## config.mk

```make
export PLATFORM = sky130hd
export DESIGN_NAME = bp_update_queue
export DESIGN_NICKNAME = d
export VERILOG_FILES = /design/src/rtl/bp_pkg.sv /design/src/rtl/bp_update_queue.sv
export SDC_FILE = /design/constraint.sdc
export NUM_CORES = 1
export LEC_CHECK = 0
export ABC_AREA = 1
export BUFFER_PORTS_ARGS = -buffer_cell sky130_fd_sc_hd__buf_4
export CORE_ASPECT_RATIO = 2
export CORE_UTILIZATION = 47
export CTS_BUF_LIST = sky130_fd_sc_hd__clkbuf_2 sky130_fd_sc_hd__clkbuf_4 sky130_fd_sc_hd__clkbuf_8
export DETAILED_ROUTE_END_ITERATION = 10
export PLACE_DENSITY = 0.73
export SYNTH_ARGS = -nofsm -noshare
export SYNTH_HDL_FRONTEND = slang
export SYNTH_SLANG_ARGS = --single-unit
```

## constraint.sdc

```tcl
create_clock -name clock -period 3.25 [get_ports clock]
set_input_delay 0.325 -clock clock [delete_from_list [all_inputs] [get_ports clock]]
set_output_delay 0.325 -clock clock [all_outputs]
set_load 0.02 [all_outputs]
```

## src/rtl/bp_pkg.sv

```systemverilog
// Branch-predictor shared types: counter-table index width and the update
// record exchanged between the update queue and the 2-bit counter table.
package bp_pkg;

  localparam int unsigned BP_IDX_W = 5;

  // One counter-table update: reset_ctr=1 reseeds to take?01:00, else saturating step.
  typedef struct packed {
    logic [BP_IDX_W-1:0] idx;
    logic                take;
    logic                reset_ctr;
  } bp_upd_t;

endpackage

```

## src/rtl/bp_update_queue.sv

```systemverilog
// Update queue for the branch predictor counter table.
// Buffers up to two resolved branches per cycle from retire and replays them,
// in retire order, one per cycle, as counter-table updates.
//
// Ports:
//   clock, reset        single clock, synchronous active-high reset
//   in_valid[1:0]       resolved branch per lane (lane0 older)
//   in_pc               two packed PCs, lane k at [k*PC_W +: PC_W]
//   in_taken, in_new    direction and first-resolution (reseed) per lane
//   in_ready            at least two free entries (registered)
//   upd_stall           table cannot take an update this cycle
//   upd_enable          head entry presented to the table (combinational)
//   upd_idx/take/reset_ctr  head entry fields, zero when empty (combinational)
//   free_cnt            free entries (registered)
module bp_update_queue
  import bp_pkg::*;
#(
  parameter int unsigned DEPTH = 8,
  parameter int unsigned IDX_W = BP_IDX_W,
  parameter int unsigned PC_W  = 32
) (
  input  logic                     clock,
  input  logic                     reset,
  input  logic [1:0]               in_valid,
  input  logic [2*PC_W-1:0]        in_pc,
  input  logic [1:0]               in_taken,
  input  logic [1:0]               in_new,
  output logic                     in_ready,
  input  logic                     upd_stall,
  output logic                     upd_enable,
  output logic [IDX_W-1:0]         upd_idx,
  output logic                     upd_take,
  output logic                     upd_reset_ctr,
  output logic [$clog2(DEPTH):0]   free_cnt
);

  localparam int unsigned PTR_W = $clog2(DEPTH);
  localparam int unsigned CNT_W = PTR_W + 1;

  bp_upd_t          mem [DEPTH];
  logic [PTR_W:0]   head;
  logic [PTR_W:0]   tail;
  logic [PTR_W:0]   tail_p1;
  logic [CNT_W-1:0] count;
  logic [CNT_W-1:0] pushes;
  logic [CNT_W-1:0] count_next;
  logic [CNT_W-1:0] free_next;
  logic             empty;
  logic             do_push;
  bp_upd_t          lane0_e;
  bp_upd_t          lane1_e;
  bp_upd_t          wr0_e;
  bp_upd_t          head_e;

  // Occupancy, compaction mux and head presentation.
  always_comb begin
    count      = CNT_W'(tail - head);
    empty      = (count == '0);
    tail_p1    = tail + (PTR_W+1)'(1);
    do_push    = in_ready && (in_valid != 2'b00);
    pushes     = do_push ? (CNT_W'(in_valid[0]) + CNT_W'(in_valid[1])) : '0;

    lane0_e.idx       = BP_IDX_W'(in_pc[2 +: IDX_W]);
    lane0_e.take      = in_taken[0];
    lane0_e.reset_ctr = in_new[0];
    lane1_e.idx       = BP_IDX_W'(in_pc[PC_W+2 +: IDX_W]);
    lane1_e.take      = in_taken[1];
    lane1_e.reset_ctr = in_new[1];
    // A lone lane1 is written at tail so the queue stays hole-free.
    wr0_e      = in_valid[0] ? lane0_e : lane1_e;

    head_e        = mem[head[PTR_W-1:0]];
    upd_enable    = !empty && !upd_stall && !reset;
    upd_idx       = empty ? '0 : IDX_W'(head_e.idx);
    upd_take      = !empty && head_e.take;
    upd_reset_ctr = !empty && head_e.reset_ctr;

    count_next = count + pushes - CNT_W'(upd_enable);
    free_next  = CNT_W'(DEPTH) - count_next;
  end

  // Pointers and registered flow-control view.
  always_ff @(posedge clock) begin
    if (reset) begin
      head     <= '0;
      tail     <= '0;
      free_cnt <= CNT_W'(DEPTH);
      in_ready <= 1'b1;
    end else begin
      tail     <= tail + (PTR_W+1)'(pushes);
      if (upd_enable) head <= head + (PTR_W+1)'(1);
      free_cnt <= free_next;
      in_ready <= (free_next >= CNT_W'(2));
    end
  end

  // Entry storage; contents are don't-care until covered by the pointers.
  always_ff @(posedge clock) begin
    if (!reset && do_push) begin
      mem[tail[PTR_W-1:0]] <= wr0_e;
      if (in_valid == 2'b11) mem[tail_p1[PTR_W-1:0]] <= lane1_e;
    end
  end

  // Producer must not offer branches while the queue is not ready.
  always @(posedge clock) begin
    if (!reset) assert (in_ready || in_valid == 2'b00);
  end

endmodule
```

; Yosys cells after proc, flatten, opt, wreduce, memory -nomap -nowiden
; Memory sizes are Yosys's and may differ from the RTL's. A register that Yosys moved wholly into a read port is not among the register bits.
; Index checks and enable logic that the tools add are counted.
[op_classes]
muxes = 10
n_reduce_logical = 11
n_lt_le_gt_ge = 1
n_eq_ne = 1
addsub = 8
[op_table]
columns = op, count
row1 = adder 4 x 2 -> 4 bit, 2
row2 = 2-to-1 mux 7 bit, 1
row3 = logical AND 1 bit, 6
row4 = 2-to-1 mux 3 bit, 2
row5 = 2-to-1 mux 1 bit, 5
row6 = 2-to-1 mux 5 bit, 1
row7 = adder 4 x 1 -> 4 bit (second input constant), 1
row8 = greater-or-equal comparator 4 x 2 -> 1 bit (second input constant), 1
row9 = logical NOT 4 bit, 1
row10 = subtractor 4 x 1 -> 4 bit, 1
row11 = subtractor 4 bit, 1
row12 = subtractor 4 bit (first input constant), 1
row13 = adder 3 x 1 -> 3 bit (second input constant), 1
row14 = logical NOT 1 bit, 3
row15 = adder 1 x 1 -> 2 bit, 1
row16 = equality test 2 bit (second input constant), 1
row17 = 2-to-1 mux 2 bit, 1
row18 = nonzero test 2 bit, 1
[word_totals]
memories = 1
reg_bits = 13
ramBits = 56
elab_cells = 36
[memory_table]
columns = name, words, word_bits, rd, rd_ports_with_merged_regs, write_ports, line
row1 = mem, 8, 7, 1, 1, 2, bp_update_queue.sv:40  ; bp_upd_t mem [DEPTH];

; Logic depth before layout (Yosys ltp)
; Gate-level depths: netlist of run 1.
[logic_depth]
word_depth = 8
depth_mapped = 20
mapped_depth_nobuf = 19

; Least setup slack after synthesis of run 1
; Ideal clock, no wire load.
[synth_timing]
path_kind = register to register
startpoint = reg tail[0]
endpoint = reg in_ready
stages_incl_launch_ff = 17
path_slack_ps = -53
t_required_ps = 3128
arrival_time_ps = 3181
setup_ps = 122
cell_sequence = dfxtp_1 inv_1 buf_2 ha_1 fa_1 xor2_1 ha_1 nand3_2 nand2_2 fa_1 inv_1 ha_1 inv_1 fa_1 a21oi_1 o21ai_0 nand3b_1
[synth_between]
elab_chain_cells = 8
[synth_lines]
columns = element, line
row1 = from (decl), bp_update_queue.sv:42  ; logic [PTR_W:0] tail;
row2 = from (signal assigned), bp_update_queue.sv:90  ; tail <= tail + (PTR_W+1)'(pushes);
row3 = subtractor 4 bit *, bp_update_queue.sv:57  ; count = CNT_W'(tail - head);
row4 = branches (longest 4 deep; another with adder 4 x 2 -> 4 bit), n/a
row5 = subtractor 4 x 1 -> 4 bit *, bp_update_queue.sv:78  ; count_next = count + pushes - CNT_W'(upd_enable);
row6 = subtractor 4 bit *, bp_update_queue.sv:79  ; free_next = CNT_W'(DEPTH) - count_next;
row7 = greater-or-equal comparator 4 x 2 -> 1 bit *, bp_update_queue.sv:93  ; in_ready <= (free_next >= CNT_W'(2));
row8 = to (signal assigned), bp_update_queue.sv:93
row9 = to (decl), bp_update_queue.sv:28  ; output logic in_ready,
; Mark *: on every way between the ends.
; A chain may end at the register's enable or synchronous reset.

; Final worst setup path of run 1
; Same ends and word-level chain as after synthesis.

==> run metrics, run 1 <==
setup TNS=0 ns; most frequent cells after synthesis=nand2_1, nand3_1, edfxtp_1, nor2_1, inv_1; Worst Path Arrival=3.30 ns; Vias/cell=5.37; Synth Net Count=652; Global Route Usage Sum=between 20% and 30%; CP Max Fanout=2; Final Hold Violating Endpoints=0; P_sw=0.00116 W; Worst Hold Class=in -> reg; CTS tree=built; number of buffer and inverter stages on the critical path=3; Crit. Startpoint=tail[0]$_SDFF_PP0_; fraction of the yosys area taken by sequential cells=46.6%; Slowest Stage Delay on Critical Path=0.41 ns; outcome=completed; clk buf depth=2; FP Rows=49; Post-synth EDFFs=56; worst relative slew slack=between 20% and 30%; CP startpoint kind=flip-flop; Antenna diodes=0; first-pass GRT wire length=about 17000 um; DRT iter0 DRCs=between 200 and 250; RSZ-0062 raised after global routing=no; Sequential Power Share=37.6%; Worst-Margin Slew=1.12 ns; total gr overflow=0; detailed-placement wirelength estimate=8220 um; Worst path top cell family by delay=adder cells; pin count of the biggest net entering global routing=30; Resized Gates After CTS=0; Synth top area share=39.1%; CP Data Required Time=3.50 ns; hold_ws=0.261 ns; Clock Latency Late Sink=0.36 ns; Cell Area, Synth=around 4300 um2; Routed wire per std cell=between 15 and 20 um; Int Power=0.00189 W; Final GP Congestion=0.863; Reg clk slew, reported paths=0.07 ns; P&R area growth vs syn=11.7%; vias=3735; Avg Cell Area, Syn=around 7.6 um2; total CTS buffers=9; Yosys top cell by area=edfxtp_1; Root Driver=clkbuf_8; die area=approximately 9600 um2; initial antenna violation count=0; power density cells=between 600 and 700 nW/um2; maximum vdd drop=0.542 mV; Post-synth ARST share=0%; Final nets=678; skew final=0.00738 ns; Initial Util=48.0%; DRC viols=0; crit share post-route=94.0%; top cells by area, synth=edfxtp_1, nand2_1, dfxtp_1, nand3_1, nor2_1; Setup CP Type=reg -> reg; Detailed Route WL=10700 um; dominant synthesized flop cell=edfxtp_1; LEAKAGE=2.24 nW; share of cells above drive strength 1=a little over an eighth; Die X=69.6 um; drt pass-1 iters=7; Core Footprint=8950 um2; PortBufs=31; most common cell in the netlist=nand2_1; Ys Warns=0; Net Sw Frac=38.0%; I/O pin count=between 80 and 90; Slew Limit Fails=0; Die Ht=137 um; CP max-delay cell=fa_1; setup violators final=0; Comb pwr share=39.9%; hold_sp=reset; Post-DRT Antenna Nets=0; CTS HTree Levels=3; Worst R2R Start=tail[0]$_SDFF_PP0_; Clk pwr share=22.5%; ordered list of cells on the worst path=inv_1 > ha_1 > fa_1 > xor2_1 > ha_2 > nand3_4 > nand2_4 > fa_1 > inv_1 > ha_1 > inv_1 > fa_1 > a21oi_1 > o21ai_1 > nand3b_1; hold buffer count at CTS=0; maximum clock rate=328 MHz; #FFs+latches synth=72; max-cap violations=0; Syn Inst Count=563; clock sink count=72; fin crit period=3.05 ns; CP endpoint kind=flip-flop; Post-CTS Setup Repair Bufs=0; number of global-route vias before repair=roughly 3500; Yosys cell types=26
==> layout make-up <==
class	instances	area, um2
multi-input combinational	421	2010
timing repair buffer	39	293
clock inverter	6	60.1
inverter	46	173
fill	852	4150
tap	102	128
sequential	72	2000
clock buffer	10	131
==> per-stage QoR <==
| stage | worst slack [ns] | area [um2] | utilization, % | instances | total power (W) |
|---|---|---|---|---|---|
| global placement | 0.147 | 4610 | 51.5 | 680 | 0.00235 |
| CTS | 0.0730 | 4800 | 53.6 | 696 | 0.00306 |
| global route | 0.0152 | 4800 | 53.6 | 696 | 0.00324 |
| detailed placement | 0.0674 | 4610 | 51.5 | 680 | 0.00238 |
| floorplan | 0.0370 | 4310 | - | 563 | 0.00200 |
| finish | 0.197 | 4800 | 53.6 | 696 | 0.00305 |
==> state kept, by name, indices dropped and copies added (netlist names), named ones only <==
signal    cells
mem          56
head          4
tail          4
in_ready      1
free_cnt      4
==> layer usage <==
layer	wire (um)	global-route usage [%]	part of all wire [%]	vias to the layer above
met5	0	0	0	-
met4	620	13.1	5.8	0
met3	558	3.73	5.2	46
met2	5890	47.2	55	155
met1	3590	21.6	34	1690
li1	-	-	-	1844
==> power by group through the flow <==
| stage | sequential [W] | combinational (W) | clock, W |
|---|---|---|---|
| after CTS | 0.00115 | 0.00122 | 0.000695 |
| final | 0.00115 | 0.00122 | 0.000687 |
| after global routing | 0.00116 | 0.00135 | 0.000728 |
| after global placement | 0.00116 | 0.00119 | 0 |
| after floorplan | 0.00118 | 0.000822 | 0 |
| after detailed placement | 0.00117 | 0.00122 | 0 |
==> cells in the final DEF (no fill, tap or decap), types with 2 or more instances in the layout <==
master    instances
inv_2             3
buf_4            39
nor3_2            2
nor2_1           46
dfxtp_2           2
fa_1              4
nand2_1         250
nand2_2           2
xor2_1            4
dfxtp_1          14
nand4_1           4
inv_1            42
nand3_1          57
o21ai_0          15
a21oi_1           4
clkbuf_8          9
nor2_4            7
clkinv_2          2
o21ai_1           5
nand3_2           5
ha_1             11
clkinv_1          2
edfxtp_1         56
==> cells by family (layout without fill, tap and decap cells) <==
logic type      count (synthesis)  count (layout)  share of synthesized area [%]
compound gates                 24              24                           2.79
xor+xnor                        4               4                          0.815
fa+ha+maj                      16              16                           5.36
buf+inv                        70             101                           6.96
flops                          72              72                           46.6
simple gates                  377             377                           37.5
==> worst paths after layout <==
path,to,slack [ns],cells past startpoint
setup reg to reg,in_ready$_SDFF_PP1_,0.20,15
hold reg to reg,flip-flop,0.52,2
setup / recovery,in_ready$_SDFF_PP1_,0.20,15
hold / removal,tail[1]$_SDFF_PP0_,0.26,2
Note: power is estimated with default switching activity, not from simulation.
==> run 2: changes to the inputs <==
CORE_UTILIZATION = 52   (was 47)
PLACE_DENSITY = 0.79   (was 0.73)
==> run 2 against run 1 <==
Sequential share of layout area shrank 0.34 points. Worst setup slack lost 0.038 ns. Register-to-register slack lost 0.04 ns. Sequential cell count is the same. Clock power grew 15%. Fmax shrank 1.2%. Critical path type unchanged. Largest cell class unchanged. Largest power group unchanged.
==> run metrics, run 2 (same netlist as run 1, synthesis figures left out) <==
outcome=completed; Slew Limit Fails=0; CP Max Fanout=2; Final Hold Violating Endpoints=0; Crit. Startpoint=tail[0]$_SDFF_PP0_; vias=3805; Reg clk slew, reported paths=0.07 ns; Worst Path Arrival=about 3.3 ns; DRC viols=0; P&R area growth vs syn=12.5%; Die X=66.3 um; Antenna diodes=0; CP startpoint kind=flip-flop; first-pass GRT wire length=17400 um; Final GP Congestion=0.897; setup violators final=0; Core Footprint=7940 um2; Slowest Stage Delay on Critical Path=~0.41 ns; multi-input gate area in the final layout=2010 um2; register area=approximately 2000 um2; power density cells=656 nW/um2; die area=roughly 8700 um2; detailed-placement wirelength estimate=8210 um; Routed wire per std cell=about 16 um; PortBufs=31; max-cap violations=0; LEAKAGE=2.27 nW; Global Route Usage Sum=between 20% and 30%; CTS HTree Levels=3; ordered list of cells on the worst path=inv_1 > ha_1 > fa_1 > xor2_1 > ha_2 > nand3_4 > nand2_4 > fa_1 > inv_1 > ha_1 > inv_1 > fa_1 > a21oi_1 > o21ai_0 > nand3b_1; CP endpoint kind=flip-flop; reg2reg path depth=15; number of global-route vias before repair=3528; Levels on crit path=15; Hold Path Stages=2; Die Ht=roughly 130 um; maximum clock rate=approximately 320 MHz; max reg flops=56; crit share post-route=95.1%; maximum vdd drop=0.512 mV; total gr overflow=0; clk buf depth=2; Root Driver=clkbuf_8; FILL cells=roughly 700; initial antenna violation count=0; Clock Latency Late Sink=0.36 ns; Worst Hold Class=in -> reg; total power=0.00317 W; worst relative slew slack=21.9%; hold_sp=reset; fin crit period=between 3 and 4 ns; commonest non-fill, non-tap cells in the layout=nand2_1, nand3_1, edfxtp_1; number of buffer and inverter stages on the critical path=3; pin count of the biggest net entering global routing=30; Post-DRT Antenna Nets=0; drt pass-1 iters=6; commonest non-fill, non-tap cell in the layout=nand2_1; I/O pin count=86; CTS tree=built; share of cells above drive strength 1=13.4%; skew final=0.0117 ns; Detailed Route WL=11100 um; DRT iter0 DRCs=261; FP Rows=between 40 and 50; Setup CP Type=reg -> reg; CP Data Required Time=3.50 ns; Final nets=680; total CTS buffers=9; Vias/cell=around 5.5; Worst R2R Start=tail[0]$_SDFF_PP0_; Worst path top cell family by delay=adder cells; clock sink count=72; Post-CTS Setup Repair Bufs=0; setup TNS=0 ns; Worst-Margin Slew=around 1.2 ns; Initial Util=around 54%; RSZ-0062 raised after global routing=no; CP max-delay cell=fa_1
[run 2: metal layers]
metal,routed length [um],GRT usage [%],part of all wire [%]
met1,3770,28.3,34
met3,583,4.17,5.2
met2,6250,53.5,56
met4,533,14.3,4.8
met5,0,0,0
[run 2: path summary, 6_finish.rpt]
kind                          endpoint  slack, ns
setup / recovery   in_ready$_SDFF_PP1_       0.16
setup reg to reg   in_ready$_SDFF_PP1_       0.16
hold / removal      tail[1]$_SDFF_PP0_       0.26
hold reg to reg   head[3]$_SDFFE_PP0P_       0.52
[run 2: metrics by stage]
| stage | utilization, % | area [um2] | cells | worst slack, ns | hold WS [ns] |
|---|---|---|---|---|---|
| floorplan | - | 4310 | 563 | 0.0370 | 0.490 |
| global placement | 58.1 | 4610 | 676 | 0.143 | 0.503 |
| detailed placement | 58.1 | 4610 | 676 | 0.103 | 0.513 |
| CTS | 60.9 | 4840 | 692 | 0.101 | 0.256 |
| global route | 60.9 | 4840 | 692 | 0.0182 | 0.273 |
| finish | 60.9 | 4840 | 692 | 0.159 | 0.265 |
[run 2: report_power, final]
group / internal (W) / total (W) / leakage (nW) / switching [W]
combinational: 0.000439 / 0.00123 / 1.51 / 0.000796
sequential: 0.00110 / 0.00115 / 0.642 / 0.0000480
clock: 0.000467 / 0.000791 / 0.115 / 0.000324
[run 2: layout make-up]
cell class	instances	area share [%]
multi-input combinational	421	41.6
sequential	72	41.4
timing repair buffer	41	6.36
inverter	46	3.57
clock buffer	12	3.15
tap	96	2.48
clock inverter	4	1.42
[run 2: worst register-to-register path, cell delays in order (launching register included)]
cell	delay, ns
dfxtp_2	0.33
inv_1	0.06
ha_1	0.21
fa_1	0.38
xor2_1	0.19
ha_2	0.20
nand3_4	0.09
nand2_4	0.07
fa_1	0.41
inv_1	0.06
ha_1	0.12
inv_1	0.05
fa_1	0.38
a21oi_1	0.12
o21ai_0	0.12
nand3b_1	0.18
[run 2: timing repair]
action | 4_1_cts | 5_1_grt
resized for setup | 0 | 1
hold buffers | 0 | 0
endpoints found under the setup margin | 0 | 1
==> run 3: changes to the inputs <==
CORE_UTILIZATION = 50   (was 52)
CTS_BUF_LIST = not set   (was sky130_fd_sc_hd__clkbuf_2 sky130_fd_sc_hd__clkbuf_4 sky130_fd_sc_hd__clkbuf_8)
HOLD_SLACK_MARGIN = 0.06   (was not set)
PLACE_DENSITY = 0.76   (was 0.79)
==> run 3 against run 2 <==
Count of clock-buffer cells in the layout fell by 2. Combinational power barely moved. Non-clock buffer count fell by 2. Critical path depth did not move. Worst setup slack improved by 0.022 ns. Die area rose by 3.9%. Global-route usage fell by 1.4 points. Sequential share of layout area fell by 0.57 points. First-iteration DRC count fell by 7.7%. Sequential power barely moved. Largest cell class unchanged. Largest power group unchanged. Highest routed layer unchanged.
==> run metrics, run 3 (same netlist as run 1, synthesis figures left out) <==
CTS HTree Levels=3; pre-CTS WS=0.0508 ns; Worst R2R Start=tail[0]$_SDFF_PP0_; FP Rows=47; detailed-placement wirelength estimate=8140 um; Worst Path Arrival=3.30 ns; total gr overflow=0; skew final=approximately 0.008 ns; max reg flops=56; Setup CP Type=reg -> reg; P&R area growth vs syn=14.2%; Final GP Congestion=0.828; setup ws final=around 0.18 ns; number of global-route vias before repair=3598; fin cells=692; Detailed Route WL=10900 um; reg-to-reg endpoint=in_ready$_SDFF_PP1_; maximum vdd drop=0.615 mV; Core Footprint=8290 um2; Routed wire per std cell=15.8 um; LEAKAGE=2.29 nW; Slowest Stage Delay on Critical Path=0.41 ns; Reg clk slew, reported paths=0.06 ns; Antenna diodes=0; worst relative slew slack=22.4%; placed cell area=4600 um2; first-pass GRT wire length=between 15000 and 20000 um; vias=3752; Global Route Usage Sum=about a quarter; R2R setup slack=approximately 0.18 ns; crit share post-route=94.4%; RSZ-0062 raised after global routing=no; initial antenna violation count=0; ordered list of cells on the worst path=inv_1 > ha_1 > fa_2 > xor2_2 > ha_2 > nand3_4 > nand2_4 > fa_1 > inv_1 > ha_1 > inv_1 > fa_1 > a21oi_2 > o21ai_1 > nand3b_1; drt pass-1 iters=5; Initial Util=51.8%; DRT iter0 DRCs=241; I/O pin count=86; hold buffer count at CTS=0; CTS tree=built; reg2reg path depth=15; CP endpoint kind=flip-flop; worst setup path end=in_ready$_SDFF_PP1_; clk buf depth=2; Clock Latency Late Sink=between 0.3 and 0.4 ns; Post-DRT Antenna Nets=0; hold_ws=0.292 ns; Post-CTS Setup Repair Bufs=0; Final nets=678; Placed Cells=676; die area=9000 um2; share of cells above drive strength 1=13.6%; CP Data Required Time=around 3.5 ns; Worst Hold Class=in -> reg; Worst-Margin Slew=1.15 ns; Design Area, Final=4910 um2; Vias/cell=5.42; PortBufs=31; CP max-delay cell=fa_1; Die Ht=133 um; setup TNS=0 ns; clock sink count=72; fin crit period=3.07 ns; outcome=completed; commonest non-fill, non-tap cell in the layout=nand2_1; commonest non-fill, non-tap cells in the layout=nand2_1, nand3_1, edfxtp_1; Most common cell on crit path=inv_1; maximum clock rate=326 MHz; Slew Limit Fails=0; Final Hold Violating Endpoints=0; pin count of the biggest net entering global routing=30; max-cap violations=0; CP startpoint kind=flip-flop; DRC viols=0; Root Driver=clkbuf_16; CP Max Fanout=2; Crit. Startpoint=tail[0]$_SDFF_PP0_; Die X=67.6 um; total CTS buffers=9; power density cells=slightly below 700 nW/um2; setup violators final=0
-- run 3: changes by cell type in the layout (fill, tap and decap cells not counted), sizes merged --
cell and delta:
clkinv +2, clkinvlp +1, clkbuf -2, buf -2, bufinv -1
-- run 3: per-stage QoR --
stage	utilization [%]	total power, W
after detailed placement	55.5	0.00239
after floorplan	-	0.00200
after CTS	59.0	0.00334
after global routing	59.2	0.00355
final	59.2	0.00337
after global placement	55.5	0.00235
-- run 3: critical path, delay by kind of cell (launching register included) --
family,cells,cell delay [ns]
XOR/XNOR,1,0.18
adder cells (fa/ha/maj),6,1.73
buffers and inverters,3,0.18
AND/OR/NAND/NOR,3,0.31
flip-flops,1,0.32
AO/OA/AOI/OAI,2,0.22
-- run 3: cell type report --
cell class                      count  area, um2
Clock buffer                       10        229
Clock inverter                      6       60.1
Fill cell                         726       3380
Inverter                           46        173
Multi-Input combinational cell    421       2030
Sequential cell                    72       2000
Tap cell                           98        123
Timing Repair Buffer               39        293
-- run 3: per-layer routing --
metal / wire length [um] / vias up / GRT usage (%) / share of wire, %
met2: 6120 / 166 / 48.4 / 56
li1: - / 1846 / - / -
met4: 646 / 0 / 16.3 / 5.9
met3: 569 / 57 / 5.74 / 5.2
met5: 0 / - / 0 / 0
met1: 3590 / 1683 / 25.3 / 33
-- run 3: timing repair --
item,CTS,global route
resized for setup,0,6
setup endpoints to repair,0,1
endpoints found under the hold margin,0,0
-- run 3: how the worst min path moves through the flow --
stage | cells past startpoint | to | from
2_1_floorplan | 2 | head[3]$_SDFFE_PP0P_ | head[3]$_SDFFE_PP0P_
5_1_grt | 2 | free_cnt[2]$_SDFF_PP0_ | reset
3_3_place_gp | 2 | head[1]$_SDFFE_PP0P_ | head[1]$_SDFFE_PP0P_
6_report | 2 | tail[0]$_SDFF_PP0_ | reset
4_1_cts | 2 | tail[0]$_SDFF_PP0_ | reset
3_5_place_dp | 2 | flip-flop | head[1]$_SDFFE_PP0P_
-- run 3: where the power goes --
part / leakage (nW) / switching [W] / total [W] / internal (W)
clock network: 0.140 / 0.000372 / 0.000961 / 0.000589
logic: 1.51 / 0.000805 / 0.00126 / 0.000451
registers: 0.643 / 0.0000491 / 0.00115 / 0.00110
